==> src/rtl/memory_unit.sv <==
// rtl/memory_unit.sv - main-memory stage with MAR/MDR, wait-state timer and four-phase MFC handshake
module memory_unit #(
   parameter int DATA_W      = 16,
   parameter int ADDR_W      = 8,
   parameter int WAIT_CYCLES = 2
) (
   input  logic              clock,
   input  logic              reset,
   input  logic [DATA_W-1:0] bus_in,
   input  logic              MAR_address_in_en,
   input  logic              MDR_bus_data_in_en,
   input  logic              EN,
   input  logic              R_W,
   output logic              MFC,
   input  logic              MDR_bus_data_out_en,
   output logic [DATA_W-1:0] bus_out,
   output logic              busy
);

   typedef enum logic [1:0] {IDLE, ACCESS, COMPLETE} state_t;

   localparam int         DEPTH     = 1 << ADDR_W;
   localparam logic [3:0] WAIT_INIT = 4'(WAIT_CYCLES);

   state_t            state;
   logic [ADDR_W-1:0] mar;
   logic [DATA_W-1:0] mdr;
   logic [3:0]        wait_cnt;
   logic              op_read;
   logic              mfc;
   logic              do_access;

   logic [DATA_W-1:0] mem [DEPTH];

   // State is forced to IDLE while reset is low, so an aborted write never reaches the array.
   assign do_access = (state == ACCESS) && (wait_cnt == 4'd0);

   always_ff @(posedge clock) begin
      if (do_access && !op_read)
         mem[mar] <= mdr;
   end

   always_ff @(posedge clock or negedge reset) begin
      if (!reset) begin
         state    <= IDLE;
         mar      <= '0;
         mdr      <= '0;
         wait_cnt <= 4'd0;
         op_read  <= 1'b1;
         mfc      <= 1'b0;
      end else begin
         case (state)
            IDLE: begin
               if (MAR_address_in_en)
                  mar <= bus_in[ADDR_W-1:0];
               if (MDR_bus_data_in_en)
                  mdr <= bus_in;
               if (EN) begin
                  op_read  <= R_W;
                  wait_cnt <= WAIT_INIT;
                  state    <= ACCESS;
               end
            end
            ACCESS: begin
               if (wait_cnt != 4'd0) begin
                  wait_cnt <= wait_cnt - 4'd1;
               end else begin
                  if (op_read)
                     mdr <= mem[mar];
                  mfc   <= 1'b1;
                  state <= COMPLETE;
               end
            end
            COMPLETE: begin
               if (!EN) begin
                  mfc   <= 1'b0;
                  state <= IDLE;
               end
            end
            default: state <= IDLE;
         endcase
      end
   end

   assign MFC     = mfc;
   assign busy    = (state != IDLE);
   assign bus_out = MDR_bus_data_out_en ? mdr : '0;

endmodule

==> config.mk <==
export PLATFORM = sky130hd
export DESIGN_NAME = memory_unit
export DESIGN_NICKNAME = d
export VERILOG_FILES = /design/src/rtl/memory_unit.sv
export SDC_FILE = /design/constraint.sdc
export NUM_CORES = 2
export LEC_CHECK = 0
export CAP_MARGIN = 10
export CORE_MARGIN = 8
export CORE_UTILIZATION = 25
export CTS_CLUSTER_DIAMETER = 60
export DETAILED_ROUTE_END_ITERATION = 6
export GPL_TIMING_DRIVEN = 0
export HOLD_SLACK_MARGIN = 0.06
export PLACE_DENSITY_LB_ADDON = 0.12
export SLEW_MARGIN = 20
export SYNTH_ARGS = -nofsm -noshare
export SYNTH_HDL_FRONTEND = slang
export SYNTH_SLANG_ARGS = --single-unit
==> constraint.sdc <==
create_clock -name clock -period 9.65 [get_ports clock]
set_input_delay 2.895 -clock clock [delete_from_list [all_inputs] [get_ports clock]]
set_output_delay 2.895 -clock clock [all_outputs]
set_load 0.01 [all_outputs]
# After elaboration in Yosys (flattened, before gate mapping)
# Memories as Yosys holds them, arrays and structs flattened.
# Index checks and enable logic that the tools add are counted.
[op_classes] add_sub_neg=1 reduce_logical=15 n_eq_ne=8 muxes=17
[op_table] operator="16-bit two-way mux" count=4
[op_table] operator="16-bit case mux with 2 select lines" count=1
[op_table] operator="2-bit inequality test, second input constant" count=5
[op_table] operator="3-bit AND reduction" count=3
[op_table] operator="4-bit two-way mux" count=2
[op_table] operator="4-bit case mux with 2 select lines" count=1
[op_table] operator="2-bit two-way mux" count=3
[op_table] operator="2-bit case mux with 3 select lines" count=1
[op_table] operator="2-bit nonzero test" count=3
[op_table] operator="4-bit zero test" count=1
[op_table] operator="1-bit two-way mux" count=4
[op_table] operator="2-bit AND reduction" count=2
[op_table] operator="4-bit AND reduction" count=1
[op_table] operator="4-bit nonzero test" count=1
[op_table] operator="4-bit by 1-bit subtractor with 4-bit output, second input constant" count=1
[op_table] operator="2-bit by 1-bit equality test with 1-bit output, second input constant" count=1
[op_table] operator="2-bit equality test, second input constant" count=1
[op_table] operator="1-bit logical AND" count=2
[op_table] operator="2-bit zero test" count=1
[op_table] operator="2-bit by 1-bit inequality test with 1-bit output, second input constant" count=1
[op_table] operator="1-bit case mux with 2 select lines" count=1
[op_table] operator="1-bit zero test" count=1
[totals] ff_bits=32 ram_bits=4096 output_inout_bits=18 mem_count=1 wordCells=48
[mem_list] name="mem" words=256 word_bits=16 read_ports=1 rd_ports_with_merged_regs=0 wr=1 line_no="33" source="logic [DATA_W-1:0] mem [DEPTH];"

# Depth between registers and ports, before layout
[depth] ltp_word=5 ltp_mapped=13 depth_no_buf=8

# Worst setup path after synthesis
# No wires, ideal clock.
[synth_path] path_type="flip-flop to output port" startpoint="register mdr[0]" endpoint="output port bus_out[0]" arrival_ns=3.633 path_stages_with_launch=2 t_required_ns=6.755 slack_ns=3.122 path_buffers=0 cell_sequence="dfrtp_1 -> and2_1"
[synth_via] elab_chain_len=1
[synth_rtl] element="start: declaration" line_no="27" source="logic [DATA_W-1:0] mdr;"
[synth_rtl] element="start signal: assignment" line_no="57" source="mdr <= bus_in;"
[synth_rtl] element="start signal: assignment" line_no="69" source="mdr <= mem[mar];"
[synth_rtl] element="16-bit two-way mux" line_no="87" source="assign bus_out = MDR_bus_data_out_en ? mdr : '0;"
[synth_rtl] element="end: declaration" line_no="16" source="output logic [DATA_W-1:0] bus_out,"
# No other way between the ends.

# Worst setup path in the final report
[layout_path] startpoint="input port MDR_bus_data_out_en" endpoint="output port bus_out[14]"
[layout_via] elab_chain_len=1
[layout_rtl] element="start: declaration" line_no="15" source="input logic MDR_bus_data_out_en,"
[layout_rtl] element="16-bit two-way mux" line_no="87"
# No other way between the ends.

==> results_dict.tcl <==
set metrics [dict create \
    run_status "finished clean" \
    min_path_cells 2 \
    setup_violations 0 \
    p_per_area_mw_per_mm2 320 \
    seq_area_frac_synth 0.781 \
    comb_power_share 0.348 \
    cts_setup_buffers 0 \
    syn-cell-area_mm2 0.158 \
    grt_pass1_vias 83500 \
    clk_latency_ns 1.07 \
    fmax_mhz 137 \
    synthSimpleGateAreaFrac 0.0183 \
    rows 292 \
    use_met3 0.0427 \
    nets 8016 \
    io_buffers 40 \
    cp-start-kind "input port" \
    p_switching_w 0.0236 \
    p_clk_frac 0.291 \
    path_clk_slew_ns 0.06 \
    ys_warn_count 0 \
    worst_pin_slew_ns 1.38 \
    initial_utilization 0.251 \
    synthAdderAreaFrac 0.000158 \
    avgSynthCellArea_um2 22.1 \
    required_ns 6.76 \
    synth-main-ff-cell "edfxtp_1" \
    timing.final.ws_setup_ns 2.34 \
    ctsResizeCount 0 \
    p_leak_nw 59.0 \
    n_fill_cell 60800 \
    first_pass_iters 6 \
    synth_compound_area_frac 0.0281 \
    fin_skew_ns 0.124 \
    drc 0 \
    holdBufCountCts 0 \
    cts-root-buf "clkbuf_16" \
    die_w_um 812 \
    grt_max_degree 81 \
    grt_util_met1 0.256 \
    crit_start "MDR_bus_data_out_en" \
    postSynthCellCount 7182 \
    hold_class "flip-flop to flip-flop" \
    die_area_mm2 0.659 \
    vias 83100 \
    synth_xor_area_frac 0.000111 \
    peakVddDrop_mv 0.210 \
    drive_gt1_frac 0.304 \
    cts_buffers 478 \
    r2r-start "mar[2]" \
    h-tree-depth 5 \
    setup_tns_ns 0 \
    grt_usage 0.192 \
    p_sw_frac 0.379 \
    min_period_over_period 0.758 \
    slew_headroom 0.0698 \
    cts.sink_count 4128 \
    stdcell_count 16800 \
    area_delta_synth_final_pct 22.4 \
    ios 41 \
    drt_iter0_markers 10400 \
    placed_cells 15900 \
    timing.max_cap.violations 0 \
    place_ws_ns 2.32 \
    cp-end-kind "output pin" \
    coreArea_mm2 0.632 \
    worstPathArrival_ns 4.42 \
    tritoncts "yes" \
    place_hpwl_um 458000 \
    hold_viol 0 \
    synth_top_family_by_area "multiplexers" \
    antenna_found_initial 66 \
    async_flop_share 0.00775 \
    die_h_um 812 \
    clockBufferDepth 4 \
    grt_overflow 0 \
    ys_types 70 \
    muxShareOfSynthArea 0.158 \
    power_frac_seq 0.361 \
    synth_edf_count 4096 \
    gr-max-usage-layer "met2" \
    drt-total-wl_um 652000 \
    antenna_left 0 \
    ff2ff_path_depth 9 \
    finalWeightedCongestion 0.916 \
    via_per_inst 4.95 \
    post-route-min-period_ns 7.31 \
    hold_path.startpoint "MFC" \
    wl_per_cell_um 38.8 \
    p_int_w 0.0385 \
    total_power_w 0.0621 \
    drv_slew 0 \
    path_max_fanout 10 \
    synthesis.nets 7207 \
    grtUsageMet2 0.302 \
    grt_pass1_wl_um 843000 \
    rsz0062_at_grt "no" \
    crit_type "input port to output pin" \
    utilization 0.307 \
    ys_seq_elements 4128 \
]
==> cell usage after synthesis (3+ instances only) <==
master | instances | area, um^2
a311oi_1 | 11 | 96.3
buf_6 | 27 | 304
nand2b_1 | 7 | 43.8
or4_1 | 6 | 45.0
edfxtp_1 | 4096 | 123000
o2111ai_1 | 5 | 43.8
o22ai_1 | 123 | 769
a22oi_1 | 176 | 1320
o21ai_0 | 52 | 260
mux2_2 | 10 | 113
buf_2 | 144 | 721
inv_1 | 6 | 22.5
o221a_2 | 10 | 113
buf_4 | 58 | 435
a22o_1 | 21 | 184
nor2_1 | 309 | 1160
o22a_1 | 24 | 210
a211oi_1 | 6 | 45.0
and3_1 | 14 | 87.6
o31ai_1 | 3 | 22.5
a21oi_1 | 86 | 430
o221ai_1 | 22 | 193
dfrtp_1 | 31 | 776
a2111oi_0 | 7 | 61.3
buf_1 | 38 | 143
or3_1 | 3 | 18.8
nand3b_1 | 4 | 30.0
a31oi_1 | 3 | 18.8
nor2b_1 | 11 | 68.8
nand2_1 | 143 | 537
nor4_1 | 14 | 87.6
a221oi_1 | 28 | 245
mux2i_1 | 403 | 4030
o211ai_1 | 12 | 90.1
clkbuf_1 | 153 | 574
a32oi_1 | 17 | 149
and2_1 | 26 | 163
nand3_1 | 39 | 195
nand4_1 | 20 | 125
o221a_1 | 3 | 33.8
nand4b_1 | 3 | 26.3
nor3_1 | 45 | 225
mux4_2 | 923 | 20800
==> layout by cell type, fill, tap and decap left out, types with 62 or more instances in the layout <==
| master | Yosys | routed |
|---|---|---|
| nand2_1 | 143 | 138 |
| mux2i_1 | 403 | 403 |
| buf_12 | 1 | 121 |
| clkbuf_2 | 1 | 83 |
| buf_16 | 0 | 152 |
| clkbuf_1 | 153 | 168 |
| a21oi_1 | 86 | 86 |
| buf_4 | 58 | 62 |
| clkinv_1 | 0 | 108 |
| mux4_2 | 923 | 923 |
| edfxtp_1 | 4096 | 4096 |
| buf_2 | 144 | 168 |
| clkinv_2 | 0 | 78 |
| a22oi_1 | 176 | 176 |
| o22ai_1 | 123 | 121 |
| nor2_4 | 0 | 255 |
| clkbuf_16 | 0 | 478 |
==> power by group through the flow <==
stage               clock network (W)  registers (W)  logic [W]
finish                         0.0181         0.0224     0.0216
detailed placement                  0         0.0228     0.0216
global route                   0.0190         0.0225     0.0219
CTS                            0.0184         0.0224     0.0216
floorplan                           0         0.0239    0.00860
global placement                    0         0.0262     0.0181
==> kinds of logic (layout without fill, tap and decap cells) <==
logic type,after synthesis,after routing
DFF,4128,4128
muxes,1338,1338
and+or+nand+nor,653,653
AOI/OAI and AO/OA,627,627
buffers and inverters,432,1644
adders and majority gates,2,2
xor gates and xnor gates,2,2
other,0,25
==> final timing paths <==
check	to	slack, ns
setup / recovery	bus_out[14]	2.34
hold / removal	MFC	0.54
setup reg to reg	mem[172][10]	2.44
hold reg to reg	MFC	0.54
max in group asynchronous	mdr[13]	7.50
min in group asynchronous	MFC	1.66
==> area by class of cell <==
| type | count | area (um^2) | area share |
|---|---|---|---|
| timing repair buffer | 329 | 7180 | 0.0370 |
| clock inverter | 303 | 3120 | 0.0161 |
| inverter | 8 | 30.0 | 0.000155 |
| sequential | 4128 | 124000 | 0.639 |
| multi-input combinational | 2622 | 34400 | 0.177 |
| tap | 8379 | 10500 | 0.0541 |
| buffer | 424 | 2360 | 0.0122 |
| antenna | 25 | 62.6 | 0.000323 |
| clock buffer | 580 | 12400 | 0.0639 |
==> state kept, by name, summed over array words and instances, names as in the netlist <==
name,cells
mar,8
wait_cnt,4
mem,4096
op_read,1
MFC,1
mdr,16
state,2
==> layer usage <==
layer,up-vias,share of wire
li1,32300,-
met1,46300,0.42
met2,3516,0.46
met3,1026,0.074
met4,18,0.050
met5,-,0.00051
==> stage by stage <==
stage                     hold WS, ns  instance area [um^2]
after global routing            0.591                194000
after CTS                       0.548                194000
final                           0.542                194000
after floorplan                 0.483                158000
after global placement          0.514                169000
after detailed placement        0.535                178000
==> worst max-delay path: stages <==
cell and delay, ns:
clkdlybuf4s50_1 0.55, clkbuf_1 0.25, and2_1 0.18, clkdlybuf4s50_1 0.55
Note: power is estimated with default switching activity, not from simulation.
